[src/rtl/uart_ctrl_pkg.sv]
// Shared constants and state encoding for the UART transmit scheduler.
package uart_ctrl_pkg;

    localparam int unsigned ByteW           = 8;
    localparam int unsigned DefNumReq       = 4;
    localparam int unsigned DefStartTimeout = 16;

    typedef enum logic [1:0] {
        StIdle     = 2'd0,
        StWaitBusy = 2'd1,
        StWaitDone = 2'd2
    } state_e;

endpackage

[src/rtl/rr_pick.sv]
// Rotating-priority finder: first set request at or above rr_ptr, wrapping around.
module rr_pick #(
    parameter int unsigned NUM_REQ = 4,
    parameter int unsigned IdxW    = $clog2(NUM_REQ)
) (
    input  logic [NUM_REQ-1:0] req,
    input  logic [IdxW-1:0]    rr_ptr,
    output logic               valid,
    output logic [IdxW-1:0]    idx
);

    int unsigned j;

    always_comb begin
        valid = 1'b0;
        idx   = '0;
        j     = 0;
        for (int unsigned k = 0; k < NUM_REQ; k++) begin
            j = (32'(rr_ptr) + k) % NUM_REQ;
            if (!valid && req[j]) begin
                valid = 1'b1;
                idx   = IdxW'(j);
            end
        end
    end

endmodule

[src/rtl/uart_tx_scheduler.sv]
// Round-robin arbiter that issues one byte at a time into the UART TX write latch
// and waits for the frame to complete before issuing the next.
module uart_tx_scheduler
    import uart_ctrl_pkg::*;
#(
    parameter int unsigned NUM_REQ       = DefNumReq,
    parameter int unsigned START_TIMEOUT = DefStartTimeout,
    parameter int unsigned IdxW          = $clog2(NUM_REQ)
) (
    input  logic                     clk_50M,
    input  logic                     reset,
    input  logic [NUM_REQ-1:0]       req,
    input  logic [ByteW*NUM_REQ-1:0] req_data,
    output logic [NUM_REQ-1:0]       ack,
    output logic                     write,
    output logic [ByteW-1:0]         write_data,
    input  logic                     tx_busy,
    input  logic                     tx_done,
    output logic [IdxW-1:0]          grant_id,
    output logic                     busy,
    output logic                     start_err,
    input  logic                     err_clr
);

    localparam int unsigned TmrW = $clog2(START_TIMEOUT) + 1;

    state_e              state_q, state_d;
    logic [IdxW-1:0]     rr_ptr_q, rr_ptr_d;
    logic [ByteW-1:0]    hold_q, hold_d;
    logic [IdxW-1:0]     grant_q, grant_d;
    logic [NUM_REQ-1:0]  ack_q, ack_d;
    logic                write_q, write_d;
    logic [TmrW-1:0]     timer_q, timer_d;
    logic                err_q, err_d;
    logic                set_err;

    logic                pick_valid;
    logic [IdxW-1:0]     pick_idx;

    rr_pick #(
        .NUM_REQ (NUM_REQ),
        .IdxW    (IdxW)
    ) u_rr_pick (
        .req    (req),
        .rr_ptr (rr_ptr_q),
        .valid  (pick_valid),
        .idx    (pick_idx)
    );

    always_comb begin
        state_d  = state_q;
        rr_ptr_d = rr_ptr_q;
        hold_d   = hold_q;
        grant_d  = grant_q;
        ack_d    = '0;
        write_d  = 1'b0;
        timer_d  = timer_q;
        set_err  = 1'b0;

        unique case (state_q)
            StIdle: begin
                if (pick_valid) begin
                    ack_d[pick_idx] = 1'b1;
                    write_d         = 1'b1;
                    hold_d          = req_data[ByteW*32'(pick_idx) +: ByteW];
                    grant_d         = pick_idx;
                    rr_ptr_d        = (pick_idx == IdxW'(NUM_REQ - 1)) ? '0 : pick_idx + 1'b1;
                    timer_d         = '0;
                    state_d         = StWaitBusy;
                end
            end
            StWaitBusy: begin
                if (timer_q != '1) begin
                    timer_d = timer_q + 1'b1;
                end
                // A transmitter fast enough to finish before we see busy still counts as done.
                if (tx_done) begin
                    state_d = StIdle;
                end else if (tx_busy) begin
                    state_d = StWaitDone;
                end else if (timer_q == TmrW'(START_TIMEOUT - 1)) begin
                    set_err = 1'b1;
                    state_d = StIdle;
                end
            end
            StWaitDone: begin
                if (tx_done) begin
                    state_d = StIdle;
                end
            end
            default: state_d = StIdle;
        endcase

        if (set_err) begin
            err_d = 1'b1;
        end else if (err_clr) begin
            err_d = 1'b0;
        end else begin
            err_d = err_q;
        end
    end

    always_ff @(posedge clk_50M) begin
        if (reset) begin
            state_q  <= StIdle;
            rr_ptr_q <= '0;
            hold_q   <= '0;
            grant_q  <= '0;
            ack_q    <= '0;
            write_q  <= 1'b0;
            timer_q  <= '0;
            err_q    <= 1'b0;
        end else begin
            state_q  <= state_d;
            rr_ptr_q <= rr_ptr_d;
            hold_q   <= hold_d;
            grant_q  <= grant_d;
            ack_q    <= ack_d;
            write_q  <= write_d;
            timer_q  <= timer_d;
            err_q    <= err_d;
        end
    end

    assign ack        = ack_q;
    assign write      = write_q;
    assign write_data = hold_q;
    assign grant_id   = grant_q;
    assign busy       = (state_q != StIdle);
    assign start_err  = err_q;

endmodule

[config.mk]
export PLATFORM = sky130hd
export DESIGN_NAME = uart_tx_scheduler
export DESIGN_NICKNAME = d
export VERILOG_FILES = /design/src/rtl/uart_ctrl_pkg.sv /design/src/rtl/rr_pick.sv /design/src/rtl/uart_tx_scheduler.sv
export SDC_FILE = /design/constraint.sdc
export NUM_CORES = 1
export LEC_CHECK = 0
export CORE_ASPECT_RATIO = 1.5
export CORE_MARGIN = 10
export CORE_UTILIZATION = 45
export CTS_CLUSTER_SIZE = 24
export DETAILED_ROUTE_END_ITERATION = 6
export HOLD_SLACK_MARGIN = 0.15
export PLACE_DENSITY = 0.84
export SYNTH_ARGS = -nofsm -noshare
export SYNTH_HDL_FRONTEND = slang
export SYNTH_SLANG_ARGS = --single-unit
[constraint.sdc]
create_clock -name clk_50M -period 5.96 [get_ports clk_50M]
set_input_delay 1.192 -clock clk_50M [delete_from_list [all_inputs] [get_ports clk_50M]]
set_output_delay 1.192 -clock clk_50M [all_outputs]
set_load 0.01 [all_outputs]
==> flow_summary.toml, run 1 <==
[outcome]
outcome = "completed"

[finish]
fin_area_um2 = 1973
post-route-util_pct = 67.74
area_growth_pct = 45.48
drive_above_1_share_pct = 2.336
fin_nets = 263
stdcell_count = 253
antenna_cells = 0

[power_and_ir_drop]
seq_power_share_pct = 41.9
p_leak_uw = 0.0007873
p_comb_share_pct = 37.7
switchingPower_uw = 147.9
p_int_uw = 327.1
power_uw = 475.0
pwr-share-clk_pct = 20.5
powerDensity_nw_per_um2 = 240.7
switching_share_pct = 31.14
vdd_ir_drop_max_mv = 0.1488

[yosys]
synthTopCellsByArea = "dfxtp_1, a211o_1, ha_1"
synth.distinct_cells = 31
synth-main-ff-cell = "dfxtp_1"
async_flop_share_pct = 0
syn-cell-area_um2 = 1356
ys_seq_elements = 25
yosys.area.top_type = "dfxtp_1"
post_synth.cell_area_avg_um2 = 8.424
synth_warnings = 0
yosysMostFrequentCell = "dfxtp_1"
synth_top_area_share_pct = 36.90
synth-edff-count = 0
yosysSeqAreaShare_pct = 36.90
synth_cells = 161
yosys-top-cells-count = "dfxtp_1, nand3_1, nor2_1, o21ai_0, a211o_1"
syn_nets = 209

[global_routing]
grt.met2_usage_pct = 25.18
grt_pass1_vias = 1395
use_met1_pct = 16.55
grt_pass1_wl_um = 6748
gr-usage-met3_pct = 3.995
grt_max_degree = 20
grtUsageTotal_pct = 14.43
top_usage_layer = "met2"
antenna_found_initial = 0
gr-total-overflow = 0

[critical_path]
cp.arrival_ns = 3.63
critPathCaptureType = "register"
cp.required_ns = 6.12
critPathMaxStageDelay_ns = 0.58
cp_cell_sequence = "clkdlybuf4s50_1 -> nor2b_1 -> a21boi_0 -> o32ai_1 -> clkinv_1 -> a211o_1 -> a32o_1"
slowest_stage = "clkinv_1"
critPathKind = "input pin to register"
cp_max_fo = 19
critPathLaunchType = "input pin"

[clock_tree]
cts_tree = "done"
htreeDepth = 1
cts_made_buffers = 3
cts_resized = 0
postCtsSetupRepairBufs = 0
clk_latency_ns = 0.26
clkSinkCount = 25
clockRootBuffer = "clkbuf_8"
clkTransAtPathRegs_ns = 0.08
ctsHoldBuffers = 0
clockBufferDepth = 2

[place]
place.gp.congestion = 0.8101
detailed_place.area_um2 = 1928
dp.cells = 249
io_buffers = 57
hpwl_um = 3337

[timing]
relSlewSlack_pct = 15.34
fin_skew_ns = 0.003802
hold_viol_final = 0
rsz0062_at_grt = "no"
timing.final.crit_period_ns = 3.473
finalSetupViolCount = 0
max_slew.worst_pin.slew_ns = 1.252
final_max_slew_viol_count = 0
fmaxAchievable_ghz = 0.2879
period_share_pct = 58.27
tns_ns = 0

[die]
die_area_um2 = 5655
row_count = 24
die_y_um = 87.24
core_um2 = 2913
ios = 58
die_w_um = 64.83
initial_core_util_pct = 46.56

[drt]
drcViolationCount = 0
vias = 1433
wl_um = 4331
ant_nets = 0
drt_iter0_drc = 91
wl_per_cell_um = 17.12
first_pass_iters = 4
avgViaCountPerCell = 5.664

[run]
maxCapViolations = 0

[hold_path]
hold_class = "register to register"
-- layer usage --
metal | share of wire, % | vias to the layer above
met4 | 1.4 | 0
met3 | 6.6 | 8
li1 | - | 703
met2 | 50 | 51
met5 | 0 | -
met1 | 42 | 671
-- worst max-delay path: cells and delay by family --
kind	cells	cell delay (ns)
AO/OA/AOI/OAI	4	1.22
AND/OR/NAND/NOR	1	0.10
buffers and inverters	2	1.11
-- layout make-up --
| class | instances | area (µm²) |
|---|---|---|
| multi-input combinational | 123 | 789.5 |
| inverter | 5 | 18.77 |
| timing repair buffer | 57 | 570.5 |
| clock buffer | 4 | 45.04 |
| sequential | 25 | 500.5 |
| fill | 253 | 939.7 |
| tap | 39 | 48.80 |
-- sequential cells by signal, indices dropped and copies added, names as in the netlist --
register    count
state_q         2
timer_q         5
start_err       1
ack             4
rr_ptr_q        2
grant_id        2
write_data      8
write           1
-- per-stage QoR --
step	worst slack, ns	hold WS, ns
floorplan	3.075	0.4761
global placement	2.382	0.4440
detailed placement	2.232	0.4530
finish	2.487	0.4657
global route	2.316	0.4954
CTS	2.497	0.4676
-- cells by family after synthesis --
logic type | synth area share, %
compound gates | 22.97
xor+xnor | 0.6459
simple gates | 28.14
flops | 36.90
fa+ha+maj | 6.457
buf+inv | 4.888
-- path summary, 6_finish.rpt --
check,cells past startpoint,slack [ns],end,from
worst min register to register,2,0.47,grant_id[0],grant_id[0]
worst max-delay path,7,2.49,write_data[3],req[1]
worst min-delay path,2,0.47,grant_id[0],grant_id[0]
worst max register to register,5,3.62,write_data[3],rr_ptr_q[1]
-- placed cells by master (no fill, tap or decap), types with 2 or more instances in the layout --
| master | Yosys | layout |
|---|---|---|
| a211o_1 | 10 | 10 |
| a21oi_1 | 9 | 9 |
| a32o_1 | 8 | 8 |
| and2_1 | 7 | 7 |
| and3_1 | 9 | 9 |
| clkbuf_8 | 0 | 3 |
| clkdlybuf4s50_1 | 0 | 57 |
| dfxtp_1 | 25 | 25 |
| ha_1 | 7 | 7 |
| inv_1 | 4 | 4 |
| nand2_1 | 7 | 7 |
| nand3_1 | 17 | 17 |
| nor2_1 | 12 | 12 |
| nor2b_1 | 5 | 5 |
| nor3_1 | 3 | 3 |
| nor4_1 | 2 | 2 |
| nor4b_1 | 2 | 2 |
| o21ai_0 | 12 | 12 |
| o32ai_1 | 2 | 2 |
| or2_2 | 2 | 2 |
-- power groups by stage --
stage	combinational (µW)	sequential, µW	clock, µW
floorplan	92.9	209	0
global placement	172	203	0
detailed placement	178	203	0
CTS	179	199	99.3
global route	194	201	110
finish	179	199	97.2
No activity file was read; power rests on OpenSTA's default activity.
==> run 2, diff against run 1 <==
--- a/config.mk
+++ b/config.mk
@@ -7,11 +7,11 @@
 export LEC_CHECK = 0
 export CORE_ASPECT_RATIO = 1.5
 export CORE_MARGIN = 10
-export CORE_UTILIZATION = 45
+export CORE_UTILIZATION = 42
 export CTS_CLUSTER_SIZE = 24
 export DETAILED_ROUTE_END_ITERATION = 6
 export HOLD_SLACK_MARGIN = 0.15
-export PLACE_DENSITY = 0.84
+export PLACE_DENSITY = 0.8
 export SYNTH_ARGS = -nofsm -noshare
 export SYNTH_HDL_FRONTEND = slang
 export SYNTH_SLANG_ARGS = --single-unit
==> constraint.sdc (replaced) <==
create_clock -name clk_50M -period 3.53 [get_ports clk_50M]
set_input_delay 0.706 -clock clk_50M [delete_from_list [all_inputs] [get_ports clk_50M]]
set_output_delay 0.706 -clock clk_50M [all_outputs]
set_load 0.01 [all_outputs]
==> flow_summary.toml, run 2 (synthesis results as in run 1) <==
[outcome]
outcome = "completed"

[clock_tree]
postCtsSetupRepairBufs = 0
clockBufferDepth = 2
clkSinkCount = 25
htreeDepth = 1
clkTransAtPathRegs_ns = 0.08
clockRootBuffer = "clkbuf_8"
cts_tree = "done"
cts_resized = 0
clk_latency_ns = 0.27
ctsHoldBuffers = 0
cts_made_buffers = 3

[timing]
holdWs_ns = 0.4607
final_max_slew_viol_count = 0
rsz0062_at_grt = "no"
timing.final.crit_period_ns = 2.828
fin_skew_ns = 0.01005
hold_viol_final = 0
relSlewSlack_pct = 14.74
tns_ns = 0
period_share_pct = 80.10
max_slew.worst_pin.slew_ns = 1.267
fmaxAchievable_ghz = 0.3537
finalSetupViolCount = 0

[drt]
wl_per_cell_um = 16.81
ant_nets = 0
drt_iter0_drc = 93
vias = 1438
drcViolationCount = 0
avgViaCountPerCell = 5.595
first_pass_iters = 4
wl_um = 4321

[place]
io_buffers = 57
detailed_place.area_um2 = 1952
hpwl_um = 3410
dp.cells = 253
place.gp.congestion = 0.8671

[die]
row_count = 25
initial_core_util_pct = 43.36
die_area_um2 = 5949
core_um2 = 3128
die_w_um = 66.40
ios = 58
die_y_um = 89.60

[global_routing]
antenna_found_initial = 0
grtUsageTotal_pct = 14.44
grt_max_degree = 18
gr-total-overflow = 0
grt_pass1_wl_um = 6920
grt_pass1_vias = 1550

[critical_path]
critPathKind = "input pin to register"
critPathMaxStageDelay_ns = 0.78
critPathLaunchType = "input pin"
r2r-end = "ack[0]"
timing.rr.start = "rr_ptr_q[0]"
cp.arrival_ns = 2.99
cp_max_fo = 17
cp.required_ns = 3.69
crit_path_end = "ack[0]"
worstSetupPathDepth = 7
cp_num_buf_inv = 2
slowest_stage = "or4b_1"
cp_cell_sequence = "clkdlybuf4s50_1 -> nor2_1 -> or4b_1 -> nand2_1 -> inv_1 -> ha_1 -> and2_1"
critPathCaptureType = "register"
worstSetupStartpoint = "req[3]"
cp_top_family = "simple AND/OR/NAND/NOR gates"
ff2ff_path_depth = 6
reg2reg_slack_ns = 1.28

[finish]
fin_nets = 266
fillCellCount = 283
area_growth_pct = 47.51
antenna_cells = 0
fin_area_um2 = 2001
layout_common_cells = "clkdlybuf4s50_1, dfxtp_1, nand3_1"
largest_reg_flops = 8
final_common_cell = "clkdlybuf4s50_1"
stdcell_count = 257
drive_above_1_share_pct = 4.147

[run]
maxCapViolations = 0

[power_and_ir_drop]
p_leak_uw = 0.0008018
vdd_ir_drop_max_mv = 0.2496
powerDensity_nw_per_um2 = 408.4

[hold_path]
hold_class = "register to register"
[run 2: worst min path at each step]
stage / to / slack (ns) / cells past startpoint / start
floorplan: grant_id[0] / 0.48 / 2 / grant_id[0]
global placement: grant_id[0] / 0.44 / 2 / grant_id[0]
detailed placement: grant_id[0] / 0.45 / 2 / grant_id[0]
CTS: grant_id[0] / 0.47 / 2 / grant_id[0]
global route: grant_id[0] / 0.50 / 2 / grant_id[0]
finish: grant_id[0] / 0.46 / 2 / grant_id[0]
[run 2: cell type report]
class / count / area, µm² / area share, %
multi-input combinational: 123 / 789.5 / 39.46
timing repair buffer: 60 / 593.1 / 29.64
sequential: 25 / 500.5 / 25.02
tap: 40 / 50.05 / 2.502
clock buffer: 3 / 41.29 / 2.064
inverter: 5 / 18.77 / 0.9381
clock inverter: 1 / 7.507 / 0.3752
[run 2: power breakdown]
part | leakage, µW | internal (µW) | switching [µW] | total (µW)
combinational | 0.000575 | 163 | 144 | 307
clock | 0.0000217 | 79.9 | 92.4 | 172
sequential | 0.000205 | 316 | 22.0 | 338
[run 2: worst register-to-register path: stages, from the launching register on]
cell and delay (ns):
dfxtp_1 0.39, nor2b_1 0.10, or4b_1 0.79, nand2_1 0.42, inv_1 0.12, ha_1 0.20, and2_1 0.13
[run 2: through the flow]
step	power (µW)	util (%)	worst slack (ns)
final	817.0	63.96	0.7025
after global routing	867.9	63.96	0.5381
after CTS	820.1	63.96	0.7134
after detailed placement	651.2	62.40	0.4363
after global placement	640.9	62.40	0.5151
after floorplan	509.7	-	1.131
[run 2: layer usage]
layer	GRT usage (%)	wire length, µm
met1	14.81	1676
met3	4.720	356
met2	26.11	2252
met5	0	0
met4	5.736	35
==> run 3, diff against run 2 <==
--- a/config.mk
+++ b/config.mk
@@ -7,11 +7,11 @@
 export LEC_CHECK = 0
 export CORE_ASPECT_RATIO = 1.5
 export CORE_MARGIN = 10
-export CORE_UTILIZATION = 42
+export CORE_UTILIZATION = 38
 export CTS_CLUSTER_SIZE = 24
 export DETAILED_ROUTE_END_ITERATION = 6
 export HOLD_SLACK_MARGIN = 0.15
-export PLACE_DENSITY = 0.8
+export PLACE_DENSITY = 0.76
 export SYNTH_ARGS = -nofsm -noshare
 export SYNTH_HDL_FRONTEND = slang
 export SYNTH_SLANG_ARGS = --single-unit
==> constraint.sdc (replaced) <==
create_clock -name clk_50M -period 2.4 [get_ports clk_50M]
set_input_delay 0.48 -clock clk_50M [delete_from_list [all_inputs] [get_ports clk_50M]]
set_output_delay 0.48 -clock clk_50M [all_outputs]
set_load 0.01 [all_outputs]
==> flow_summary.toml, run 3 (synthesis results as in run 1) <==
[outcome]
outcome = "completed"

[finish]
antenna_cells = 0
final_common_cell = "clkdlybuf4s50_1"
area_growth_pct = 58.76
post-route-util_pct = 63.04
fin_area_um2 = 2153
drive_above_1_share_pct = 11.91
largest_reg_flops = 8
layout_common_cells = "clkdlybuf4s50_1, dfxtp_1, buf_4"
fin_nets = 284

[place]
hpwl_um = 3224
place.gp.congestion = 0.8255
io_buffers = 57
detailed_place.area_um2 = 2090

[clock_tree]
clkTransAtPathRegs_ns = 0.09
htreeDepth = 1
clockRootBuffer = "clkbuf_8"
cts_resized = 0
clockBufferDepth = 2
clk_latency_ns = 0.26
ctsHoldBuffers = 0
postCtsSetupRepairBufs = 0
cts_made_buffers = 3
cts_tree = "done"
clkSinkCount = 25

[timing]
fin_skew_ns = 0.002951
fmaxAchievable_ghz = 0.4284
period_share_pct = 97.25
tns_ns = 0
hold_viol_final = 0
finalSetupViolCount = 0
final_max_slew_viol_count = 0
timing.final.crit_period_ns = 2.334
rsz0062_at_grt = "no"
max_slew.worst_pin.slew_ns = 0.7825
relSlewSlack_pct = 47.64

[power_and_ir_drop]
switchingPower_uw = 377.3
powerDensity_nw_per_um2 = 576.3
p_int_uw = 863.7
seq_power_share_pct = 40.1
vdd_ir_drop_max_mv = 0.4852
pwr-share-clk_pct = 19.7
p_leak_uw = 0.0009113
power_uw = 1241
switching_share_pct = 30.40
p_comb_share_pct = 40.2

[global_routing]
grt_pass1_vias = 1509
grtUsageTotal_pct = 12.55
grt_max_degree = 18
antenna_found_initial = 0
gr-total-overflow = 0
grt_pass1_wl_um = 6534

[run]
maxCapViolations = 0

[drt]
first_pass_iters = 4
drt_iter0_drc = 46
avgViaCountPerCell = 5.289
drcViolationCount = 0
wl_um = 4136
wl_per_cell_um = 14.93
ant_nets = 0
vias = 1465

[die]
die_w_um = 68.78
die_area_um2 = 6408
row_count = 26
core_um2 = 3416
ios = 58
die_y_um = 93.17
initial_core_util_pct = 39.71

[critical_path]
cp.required_ns = 2.56
critPathKind = "input pin to register"
cp.arrival_ns = 2.49
critPathCaptureType = "register"
cp_max_fo = 15
critPathLaunchType = "input pin"

[hold_path]
hold_class = "register to register"
==> run 3: cell type report <==
class / instances / area (µm²)
well taps: 42 / 52.55
fillers: 323 / 1262
repair buffers: 78 / 733.2
multi-input cells: 123 / 803.3
clock buffers: 4 / 45.04
inverters: 5 / 18.77
flip-flops and latches: 25 / 500.5
==> run 3: final timing paths <==
check,end,slack [ns],startpoint,depth (start not counted)
setup / recovery,write_data[2],0.07,req[0],7
hold / removal,grant_id[0],0.46,grant_id[0],2
setup reg to reg,timer_q[3],0.26,timer_q[0],8
hold reg to reg,grant_id[0],0.46,grant_id[0],2
==> run 3: through the flow <==
stage	hold WS [ns]	std cells	setup WS [ns]
2_1_floorplan	0.4761	161	0.2273
3_3_place_gp	0.4419	273	-0.2114
3_5_place_dp	0.4463	273	-0.2274
6_report	0.4586	277	0.06594
4_1_cts	0.4599	277	0.03355
5_1_grt	0.4912	277	0.01057
==> run 3: power by group through the flow <==
stage	clock, µW	combinational [µW]	sequential, µW
after global placement	0	491	505
after detailed placement	0	497	506
final	245	499	497
after CTS	253	499	497
after global routing	271	549	505
after floorplan	0	231	519
==> run 3: critical path: stages <==
cell	delay (ns)
clkdlybuf4s50_1	0.45
nor2b_1	0.17
or4_1	0.50
buf_4	0.20
and3_1	0.17
a211o_1	0.27
a32o_1	0.24
==> run 3: metal layers <==
metal	track usage, %	share of wire [%]	wire length [µm]
met4	4.785	2.2	92
met3	4.421	8.5	353
met2	20.37	47	1947
met1	14.48	42	1743
met5	0	0	0
